`src/rtl/regfile_pkg.sv`:
```
// regfile_pkg: shared defaults and helpers for regfile_sb.
// Build option: REGFILE_BYPASS_EN enables write-first read forwarding.
package regfile_pkg;

    localparam int unsigned XLEN_DEF = 32;
    localparam int unsigned NREG_DEF = 32;
    localparam int unsigned ZERO_REG = 0;

    // Width able to hold any count from 0 to n inclusive.
    function automatic int unsigned cnt_width(input int unsigned n);
        return $clog2(n + 1);
    endfunction

endpackage

```
`src/rtl/regfile_sb_scoreboard.sv`:
```
// regfile_scoreboard: pending-write bits, incremental pending count and
// per-port busy lookup.
// Build option: REGFILE_BYPASS_EN suppresses busy on a port whose register
// is being written back this cycle (unless it is also being re-issued).
module regfile_scoreboard
    import regfile_pkg::*;
#(
    parameter int unsigned NREG = NREG_DEF,
    parameter int unsigned NRD  = 2
) (
    input  logic                          clk,
    input  logic                          rst_n,
    input  logic                          we,
    input  logic [$clog2(NREG)-1:0]       wr_addr,
    input  logic                          issue_en,
    input  logic [$clog2(NREG)-1:0]       issue_addr,
    input  logic                          flush,
    input  logic [NRD*$clog2(NREG)-1:0]   rs_addr,
    output logic [NRD-1:0]                rs_busy,
    output logic [$clog2(NREG+1)-1:0]     pending_cnt
);

    localparam int unsigned AW = $clog2(NREG);
    localparam int unsigned CW = cnt_width(NREG);

    logic [NREG-1:0] pend_q, pend_d;
    logic [CW-1:0]   cnt_q, cnt_d;
    logic            wr_hit, iss_hit, inc, dec;
    logic [AW-1:0]   rd_a;

    assign wr_hit  = we && (wr_addr != AW'(ZERO_REG));
    assign iss_hit = issue_en && (issue_addr != AW'(ZERO_REG));

    // Next pending vector and count; flush first, then writeback clear, then issue (issue wins).
    always_comb begin
        pend_d = flush ? '0 : pend_q;
        if (wr_hit)
            pend_d[wr_addr] = 1'b0;
        if (iss_hit)
            pend_d[issue_addr] = 1'b1;

        inc = iss_hit && !pend_q[issue_addr];
        dec = wr_hit && pend_q[wr_addr] && !(iss_hit && (issue_addr == wr_addr));
        if (flush)
            cnt_d = iss_hit ? CW'(1) : '0;
        else
            cnt_d = cnt_q + CW'(inc) - CW'(dec);
    end

    // Scoreboard state.
    always_ff @(posedge clk or negedge rst_n) begin
        if (!rst_n) begin
            pend_q <= '0;
            cnt_q  <= '0;
        end else begin
            pend_q <= pend_d;
            cnt_q  <= cnt_d;
        end
    end

    assign pending_cnt = cnt_q;

    // Per-port busy lookup; register 0 is never marked so needs no special case.
    always_comb begin
        rs_busy = '0;
        rd_a    = '0;
        for (int i = 0; i < NRD; i++) begin
            rd_a = rs_addr[i*AW +: AW];
`ifdef REGFILE_BYPASS_EN
            if (wr_hit && (rd_a == wr_addr))
                rs_busy[i] = iss_hit && (issue_addr == rd_a);
            else
                rs_busy[i] = pend_q[rd_a];
`else
            rs_busy[i] = pend_q[rd_a];
`endif
        end
    end

endmodule

```
`src/rtl/regfile_sb.sv`:
```
// regfile_sb: NRD-read / 1-write register file with pending-write scoreboard.
// Build option: REGFILE_BYPASS_EN forwards same-cycle writeback data to reads.
module regfile_sb
    import regfile_pkg::*;
#(
    parameter int unsigned XLEN = XLEN_DEF,
    parameter int unsigned NREG = NREG_DEF,
    parameter int unsigned NRD  = 2
) (
    input  logic                          clk,
    input  logic                          rst_n,
    input  logic                          we,
    input  logic [$clog2(NREG)-1:0]       wr_addr,
    input  logic [XLEN-1:0]               wr_data,
    input  logic [NRD*$clog2(NREG)-1:0]   rs_addr,
    output logic [NRD*XLEN-1:0]           rs_data,
    output logic [NRD-1:0]                rs_busy,
    input  logic                          issue_en,
    input  logic [$clog2(NREG)-1:0]       issue_addr,
    input  logic                          flush,
    output logic [$clog2(NREG+1)-1:0]     pending_cnt
);

    localparam int unsigned AW = $clog2(NREG);

    logic [XLEN-1:0] mem_q [NREG];
    logic            wr_hit;
    logic [AW-1:0]   rd_a;
    logic [XLEN-1:0] rd_w;

    assign wr_hit = we && (wr_addr != AW'(ZERO_REG));

    // Data array; entry 0 is never written so it stays at its reset value of 0.
    always_ff @(posedge clk or negedge rst_n) begin
        if (!rst_n) begin
            for (int i = 0; i < NREG; i++)
                mem_q[i] <= '0;
        end else if (wr_hit) begin
            mem_q[wr_addr] <= wr_data;
        end
    end

    // Combinational read muxes with optional write-first forwarding.
    always_comb begin
        rs_data = '0;
        rd_a    = '0;
        rd_w    = '0;
        for (int i = 0; i < NRD; i++) begin
            rd_a = rs_addr[i*AW +: AW];
            rd_w = (rd_a == AW'(ZERO_REG)) ? '0 : mem_q[rd_a];
`ifdef REGFILE_BYPASS_EN
            if (wr_hit && (rd_a == wr_addr))
                rd_w = wr_data;
`endif
            rs_data[i*XLEN +: XLEN] = rd_w;
        end
    end

    regfile_scoreboard #(
        .NREG (NREG),
        .NRD  (NRD)
    ) u_sb (
        .clk         (clk),
        .rst_n       (rst_n),
        .we          (we),
        .wr_addr     (wr_addr),
        .issue_en    (issue_en),
        .issue_addr  (issue_addr),
        .flush       (flush),
        .rs_addr     (rs_addr),
        .rs_busy     (rs_busy),
        .pending_cnt (pending_cnt)
    );

endmodule

```
`config.mk`:
```
export PLATFORM = sky130hd
export DESIGN_NAME = regfile_sb
export DESIGN_NICKNAME = d
export VERILOG_FILES = /design/src/rtl/regfile_pkg.sv /design/src/rtl/regfile_sb_scoreboard.sv /design/src/rtl/regfile_sb.sv
export SDC_FILE = /design/constraint.sdc
export NUM_CORES = 2
export LEC_CHECK = 0
export BUFFER_PORTS_ARGS = -buffer_cell sky130_fd_sc_hd__buf_2
export CELL_PAD_IN_SITES_DETAIL_PLACEMENT = 0
export CELL_PAD_IN_SITES_GLOBAL_PLACEMENT = 1
export CORE_MARGIN = 3
export CORE_UTILIZATION = 49
export CTS_CLUSTER_SIZE = 28
export DETAILED_ROUTE_END_ITERATION = 6
export PLACE_DENSITY_LB_ADDON = 0.25
export SLEW_MARGIN = 15
export SYNTH_ARGS = -nofsm -noshare
export SYNTH_HDL_FRONTEND = slang
export SYNTH_HIERARCHICAL = 1
export SYNTH_SLANG_ARGS = --single-unit
export TNS_END_PERCENT = 1
```
`constraint.sdc`:
```
create_clock -name clk -period 3.1 [get_ports clk]
set_input_delay 0.62 -clock clk [delete_from_list [all_inputs] [get_ports clk]]
set_output_delay 0.62 -clock clk [all_outputs]
set_load 0.01 [all_outputs]
```
After elaboration in Yosys (flattened, before gate mapping)
Index checks and enable logic that the tools add are counted.
{"block": "word_totals", "regBits": 1062, "latchBits": 0, "mem_bits_rw": 0, "mem_bits_ro": 0, "memories": 0}
{"block": "op_classes", "n_addsub": 2, "mul": 0, "div": 0, "order_cmp": 10, "eq_ne": 1, "shift": 0, "mux": 28, "bitwise": 6, "n_reduce_logical": 15}
{"operator": "1024-bit bitwise mux", "count": 1}
{"operator": "32-bit binary-select mux with 5-bit select", "count": 2}
{"operator": "32-bit 2-to-1 mux", "count": 10}
{"operator": "32-bit demux with 5-bit select", "count": 1}
{"operator": "32-bit bitwise AND", "count": 1}
{"operator": "32-bit NOT", "count": 1}
{"operator": "32-bit OR", "count": 1}
{"operator": "5-bit by 6-bit less-than comparator with 1-bit output, second input constant", "count": 4}
{"operator": "1-bit binary-select mux with 5-bit select", "count": 4}
{"operator": "6-bit greater-or-equal comparator, second input constant", "count": 3}
{"operator": "5-bit NOT with 6-bit output", "count": 3}
{"operator": "1-bit demux with 5-bit select", "count": 2}
{"operator": "5-bit by 1-bit greater-or-equal comparator with 1-bit output, second input constant", "count": 2}
{"operator": "5-bit logical NOT", "count": 2}
{"operator": "5-bit nonzero test", "count": 2}
{"operator": "1-bit logical AND", "count": 9}
{"operator": "1-bit 2-to-1 mux", "count": 7}
{"operator": "6-bit by 1-bit adder with 6-bit output", "count": 1}
{"operator": "6-bit by 1-bit less-than comparator with 1-bit output, second input constant", "count": 1}
{"operator": "6-bit 2-to-1 mux", "count": 1}
{"operator": "6-bit by 1-bit subtractor with 6-bit output", "count": 1}
{"operator": "5-bit equality test", "count": 1}
{"operator": "1-bit logical NOT", "count": 2}

Logic depth before layout (Yosys ltp)
{"block": "logic_depth", "word_depth": 9, "ltp_mapped": 16, "depth_no_buf": 14}

Cells and area by module
The synthesis kept the hierarchy.
{"mod": "regfile_sb", "n_inst": 1, "cells_per_inst": 3664, "area_each_um2": 54285.8}
{"mod": "regfile_scoreboard", "n_inst": 1, "cells_per_inst": 286, "area_each_um2": 3025.4}

Worst setup path after synthesis
No wires, ideal clock.
{"block": "synth_path", "kind": "input port to flip-flop", "startpoint": "input port wr_addr[1]", "endpoint": "register u_sb.cnt_q[4] (netlist: u_sb/pending_cnt[4])", "setup_time_ns": 0.131, "arrival_time_ns": 3.324, "t_required_ns": 2.969, "setup_slack_ns": -0.355, "path_stages": 15, "path_buffers": 2, "path_cell_list": "buf_2 > buf_2 > mux2_1 > a211o_1 > o31ai_1 > a21oi_1 > ha_1 > inv_1 > ha_1 > fa_1 > a21oi_1 > nor2_1 > nor2_1 > xor2_1 > nor2_1"}
{"block": "synth_between", "elab_chain_cells": 6, "elab_cells_between_ends": 11, "classes_between": "1 x add/sub; 1 x eq/ne; 3 x mux; 6 x reduce/logical"}
{"element": "start: declaration", "line": "regfile_sb.sv:13", "text": "input logic [$clog2(NREG)-1:0] wr_addr,"}
{"element": "1-bit binary-select mux with 5-bit select, or another cell as far along", "line": "regfile_sb_scoreboard.sv:43", "text": "dec = wr_hit && pend_q[wr_addr] && !(iss_hit && (issue_addr == wr_addr));"}
{"element": "1-bit 2-to-1 mux (implied by the code), or another cell as far along", "line": "regfile_sb_scoreboard.sv:43"}
{"element": "1-bit logical AND / 1-bit logical NOT (equally long branches)", "line": "regfile_sb_scoreboard.sv:43"}
{"element": "1-bit logical AND *", "line": "regfile_sb_scoreboard.sv:43"}
{"element": "6-bit by 1-bit subtractor with 6-bit output *", "line": "regfile_sb_scoreboard.sv:47", "text": "cnt_d = cnt_q + CW'(inc) - CW'(dec);"}
{"element": "6-bit 2-to-1 mux *", "line": "regfile_sb_scoreboard.sv:44", "text": "if (flush)"}
{"element": "net u_sb.cnt_d[4]", "line": "regfile_sb_scoreboard.sv:27", "text": "logic [CW-1:0] cnt_q, cnt_d;"}
{"element": "end signal: assignment", "line": "regfile_sb_scoreboard.sv:57", "text": "cnt_q <= cnt_d;"}
{"element": "end: declaration", "line": "regfile_sb_scoreboard.sv:27"}
The timed path passes the listed nets; every way through them passes the cells marked *. The select of a mux whose other input is x is not followed.
A chain may end at the register's enable or synchronous reset.

Worst setup path in the final report
{"block": "layout_path", "startpoint": "input port rs_addr[2]", "endpoint": "output port rs_data[5]"}
{"block": "layout_between", "elab_chain_cells": 5, "elab_cells_between_ends": 6, "classes_between": "4 x mux; 1 x bitwise; 1 x reduce/logical"}
{"element": "start: declaration", "line": "regfile_sb.sv:15", "text": "input logic [NRD*$clog2(NREG)-1:0] rs_addr,"}
{"element": "5-bit NOT with 6-bit output (implied by the code)", "line": "regfile_sb.sv:50", "text": "rd_w = (rd_a == AW'(ZERO_REG)) ? '0 : mem_q[rd_a];"}
{"element": "32-bit binary-select mux with 5-bit select", "line": "regfile_sb.sv:50"}
{"element": "32-bit 2-to-1 mux (implied by the code) (2 in series)", "line": "regfile_sb.sv:50"}
{"element": "32-bit 2-to-1 mux *", "line": "regfile_sb.sv:50"}
{"element": "end: declaration", "line": "regfile_sb.sv:16", "text": "output logic [NRD*XLEN-1:0] rs_data,"}
Mark *: on every way between the ends. The rest lies on a longest branch, timed or not. The select of a mux whose other input is x is not followed.

==> impl_metrics.yaml <==
placed_design:
  placed_cell_area_um2: 63200
  portBuffers: 128
  dpl.cell_count: 5636
  place.gp.congestion: 0.883
  dp_hpwl_um: 128000
  place_ws_ns: -0.475
floorplan:
  rows: 124
  die_h_um: 348
  fp.coreArea_um2: 115000
  die_width_um: 348
  start_util: 0.498
  die_area_um2: 121000
  ios: 129
drt:
  top_layer: "met5"
  wl_per_cell_um: 34.0
  vias_per_cell: 6.79
  detail-route-antenna-nets: 0
  routed_wl_um: 202000
  drt_iter0_drc: 3719
  drc: 0
  drt_pass1_iterations: 6
  met2_length_um: 92800
  met3_length_um: 18300
  met1_length_um: 81000
  via_count: 40340
logic_synthesis:
  syn-cell-area_um2: 57300
  synthDistinctLibCells: 61
  syn-instance-count: 3950
  synth_edf_count: 0
  synth_fa_ha_area_frac: 0.00166
  synth_compound_area_frac: 0.0517
  yosysSeqAreaShare: 0.464
  ys_ff_latch: 1062
  synth-async-reset-ratio: 1.00
  synth_top_family_by_area: "multiplexers"
  yosysWarnings: 6
  ys.flop_type: "dfrtp_1"
  synth_xor_area_frac: 0.00138
  syn_nets: 4014
  synth.avg_cell_area_um2: 14.5
  muxShareOfSynthArea: 0.421
  synthSimpleGateAreaFrac: 0.0247
timing:
  period_share: 1.05
  rsz0062_at_grt: "yes"
  slew_headroom: 0.447
  hold_viol: 0
  skew_ns: 0.0235
  fin_ws_ns: -0.162
  worst_pin_slew_ns: 0.829
  fin_crit_ns: 3.26
  finalSetupViolations: 48
  fin_setup_tns_ns: -2.50
  clock.fmax_ghz: 0.307
  report.final.slew_viol_count: 0
  timing.hold.ws_ns: 0.172
outcome:
  status: "complete, but fails checks"
  violations: "setup timing"
critical_path:
  cp_max_fo: 9
  rr_endpoint: "u_sb/pending_cnt[4]"
  crit_chain: "clkbuf_16 -> buf_12 -> or3_4 -> buf_6 -> o22ai_1 -> a2111oi_4 -> nor3_2 -> buf_2"
  startpoint: "rs_addr[2]"
  critPathBufInv: 4
  required_ns: 2.48
  rrSetupSlack_ns: 0.01
  cp.depth: 8
  cp.arrival_ns: 2.64
  crit_slowest_cell: "or3_4"
  cpPeakStageDelay_ns: 0.46
  critPathCaptureType: "output pin"
  path_class: "primary input to output pin"
  reg2reg_from: "u_sb/pend_q[5]"
  endpoint: "rs_data[5]"
  cpLargestDelayFamily: "simple AND/OR/NAND/NOR gates"
  worstSetupStartpointType: "primary input"
  ff2ff_path_depth: 14
final_layout:
  fill_cells: 8737
  drive_gt1_frac: 0.585
  final_area_um2: 70300
  layout.nets: 4383
  stdcell_count: 5939
  synthToLayoutAreaGrowth_pct: 22.7
clocking:
  insertion_delay_ns: 0.73
  htree_levels: 3
  clk_pin_slew_ns: 0.06
  cts_made_buffers: 118
  clockBufferDepth: 3
  clock-sinks: 1062
  cts_tree: "built"
  root_buffer: "clkbuf_16"
power:
  p_leak_nw: 30.9
  power_density_nw_per_um2: 610
  pwr-share-clk: 0.341
  peakVddDrop_uv: 495
  p_int_mw: 30.9
  switching_power_mw: 12.0
  pwr-share-comb: 0.229
  swShare: 0.281
  sequentialPowerShare: 0.429
grt:
  grt_max_degree: 112
  grt_pass1_wl_um: 295000
  antenna_found_initial: 13
  overflow: 0
  grt.total_usage: 0.334
  grt_pass1_vias: 41529
run:
  drv_cap: 0
min_path:
  min_path_type: "primary input to flop"
[Yosys cell counts, types with 7 or more instances]
library cell	count	area, um^2
o32ai_1	14	123
nand3b_1	7	52.6
mux4_1	8	210
o21ai_1	19	95.1
nand2b_1	7	43.8
nand3_1	21	105
nand2_1	38	143
dfrtp_1	1062	26600
mux2_1	9	101
nor4_1	16	100
a2111oi_0	27	236
buf_1	64	240
nor2b_1	52	325
mux2_2	1032	11600
a22oi_1	67	503
a211oi_1	52	390
a21oi_1	41	205
nor3_1	51	255
buf_4	24	180
mux2i_1	265	2650
inv_1	7	26.3
clkbuf_1	236	886
and2_1	17	106
mux4_2	424	9550
o211ai_1	23	173
o21ai_0	17	85.1
a22o_1	54	473
buf_2	122	611
nor2_1	28	105
o221ai_1	27	236
o22ai_1	53	332
buf_6	8	90.1
[final cells by class]
| class | count | area [um^2] | share of cell area |
|---|---|---|---|
| multi-input cells | 2424 | 30500 | 0.433 |
| clock buffers | 171 | 3460 | 0.0493 |
| clock inverters | 49 | 602 | 0.00856 |
| well taps | 1512 | 1890 | 0.0269 |
| inverters | 9 | 33.8 | 0.000481 |
| repair buffers | 704 | 7250 | 0.103 |
| diodes | 8 | 20.0 | 0.000285 |
| flip-flops and latches | 1062 | 26600 | 0.378 |
[timing repair]
item	CTS	global route
cloned	13	1
hold buffers	1	0
pin swaps	94	26
buffers inserted	65	9
endpoints found under the hold margin	23	0
resized for setup	337	81
setup endpoints to repair	66	67
[metrics by stage]
stage               power (mW)   util
floorplan                 24.2      -
global placement          27.2  0.549
detailed placement        27.5  0.549
CTS                       42.8  0.606
global route              44.6  0.611
finish                    42.9  0.611
[placed cells by master (no fill, tap or decap), drive strengths merged, types with 53 or more instances in the layout]
| master | count |
|---|---|
| a22oi | 67 |
| buf | 698 |
| mux2 | 1041 |
| mux2i | 265 |
| a22o | 54 |
| o22ai | 53 |
| dfrtp | 1062 |
| clkbuf | 173 |
| mux4 | 432 |
[how the worst min path moves through the flow]
stage	start	to	slack, ns	cells after the start
floorplan	rst_n	mem_q[0]	0.32	0
finish	flush	u_sb/pending_cnt[3]	0.17	2
global placement	mem_q[1013]	mem_q[1013]	0.38	0
CTS	flush	u_sb/pending_cnt[3]	0.14	2
detailed placement	mem_q[1015]	mem_q[1015]	0.38	0
global route	flush	u_sb/pending_cnt[3]	0.18	2
[metal layers]
| metal | GRT usage | vias up |
|---|---|---|
| met5 | 0 | - |
| met2 | 0.524 | 1959 |
| met4 | 0.135 | 8 |
| met1 | 0.451 | 21714 |
| met3 | 0.0784 | 556 |
| li1 | - | 16103 |
[kinds of logic (layout without fill, tap and decap cells)]
group / count (synthesis) / count (layout)
muxes: 1738 / 1738
DFF: 1062 / 1062
buffers and inverters: 464 / 933
AOI/OAI and AO/OA: 408 / 408
and+or+nand+nor: 262 / 262
xor gates and xnor gates: 9 / 9
adders and majority gates: 7 / 7
other: 0 / 8
[registers in the layout, summed over array words and instances (netlist names)]
name	count
u_sb/pend_q	32
mem_q	1024
u_sb/pending_cnt	6
[power groups by stage]
stage / clock network (mW) / logic, mW / registers, mW
4_1_cts: 14.8 / 9.64 / 18.4
3_3_place_gp: 0 / 8.67 / 18.5
6_report: 14.6 / 9.84 / 18.4
3_5_place_dp: 0 / 8.86 / 18.6
5_1_grt: 15.4 / 10.5 / 18.7
2_1_floorplan: 0 / 6.32 / 17.9
(Power assumes the default switching activity.)
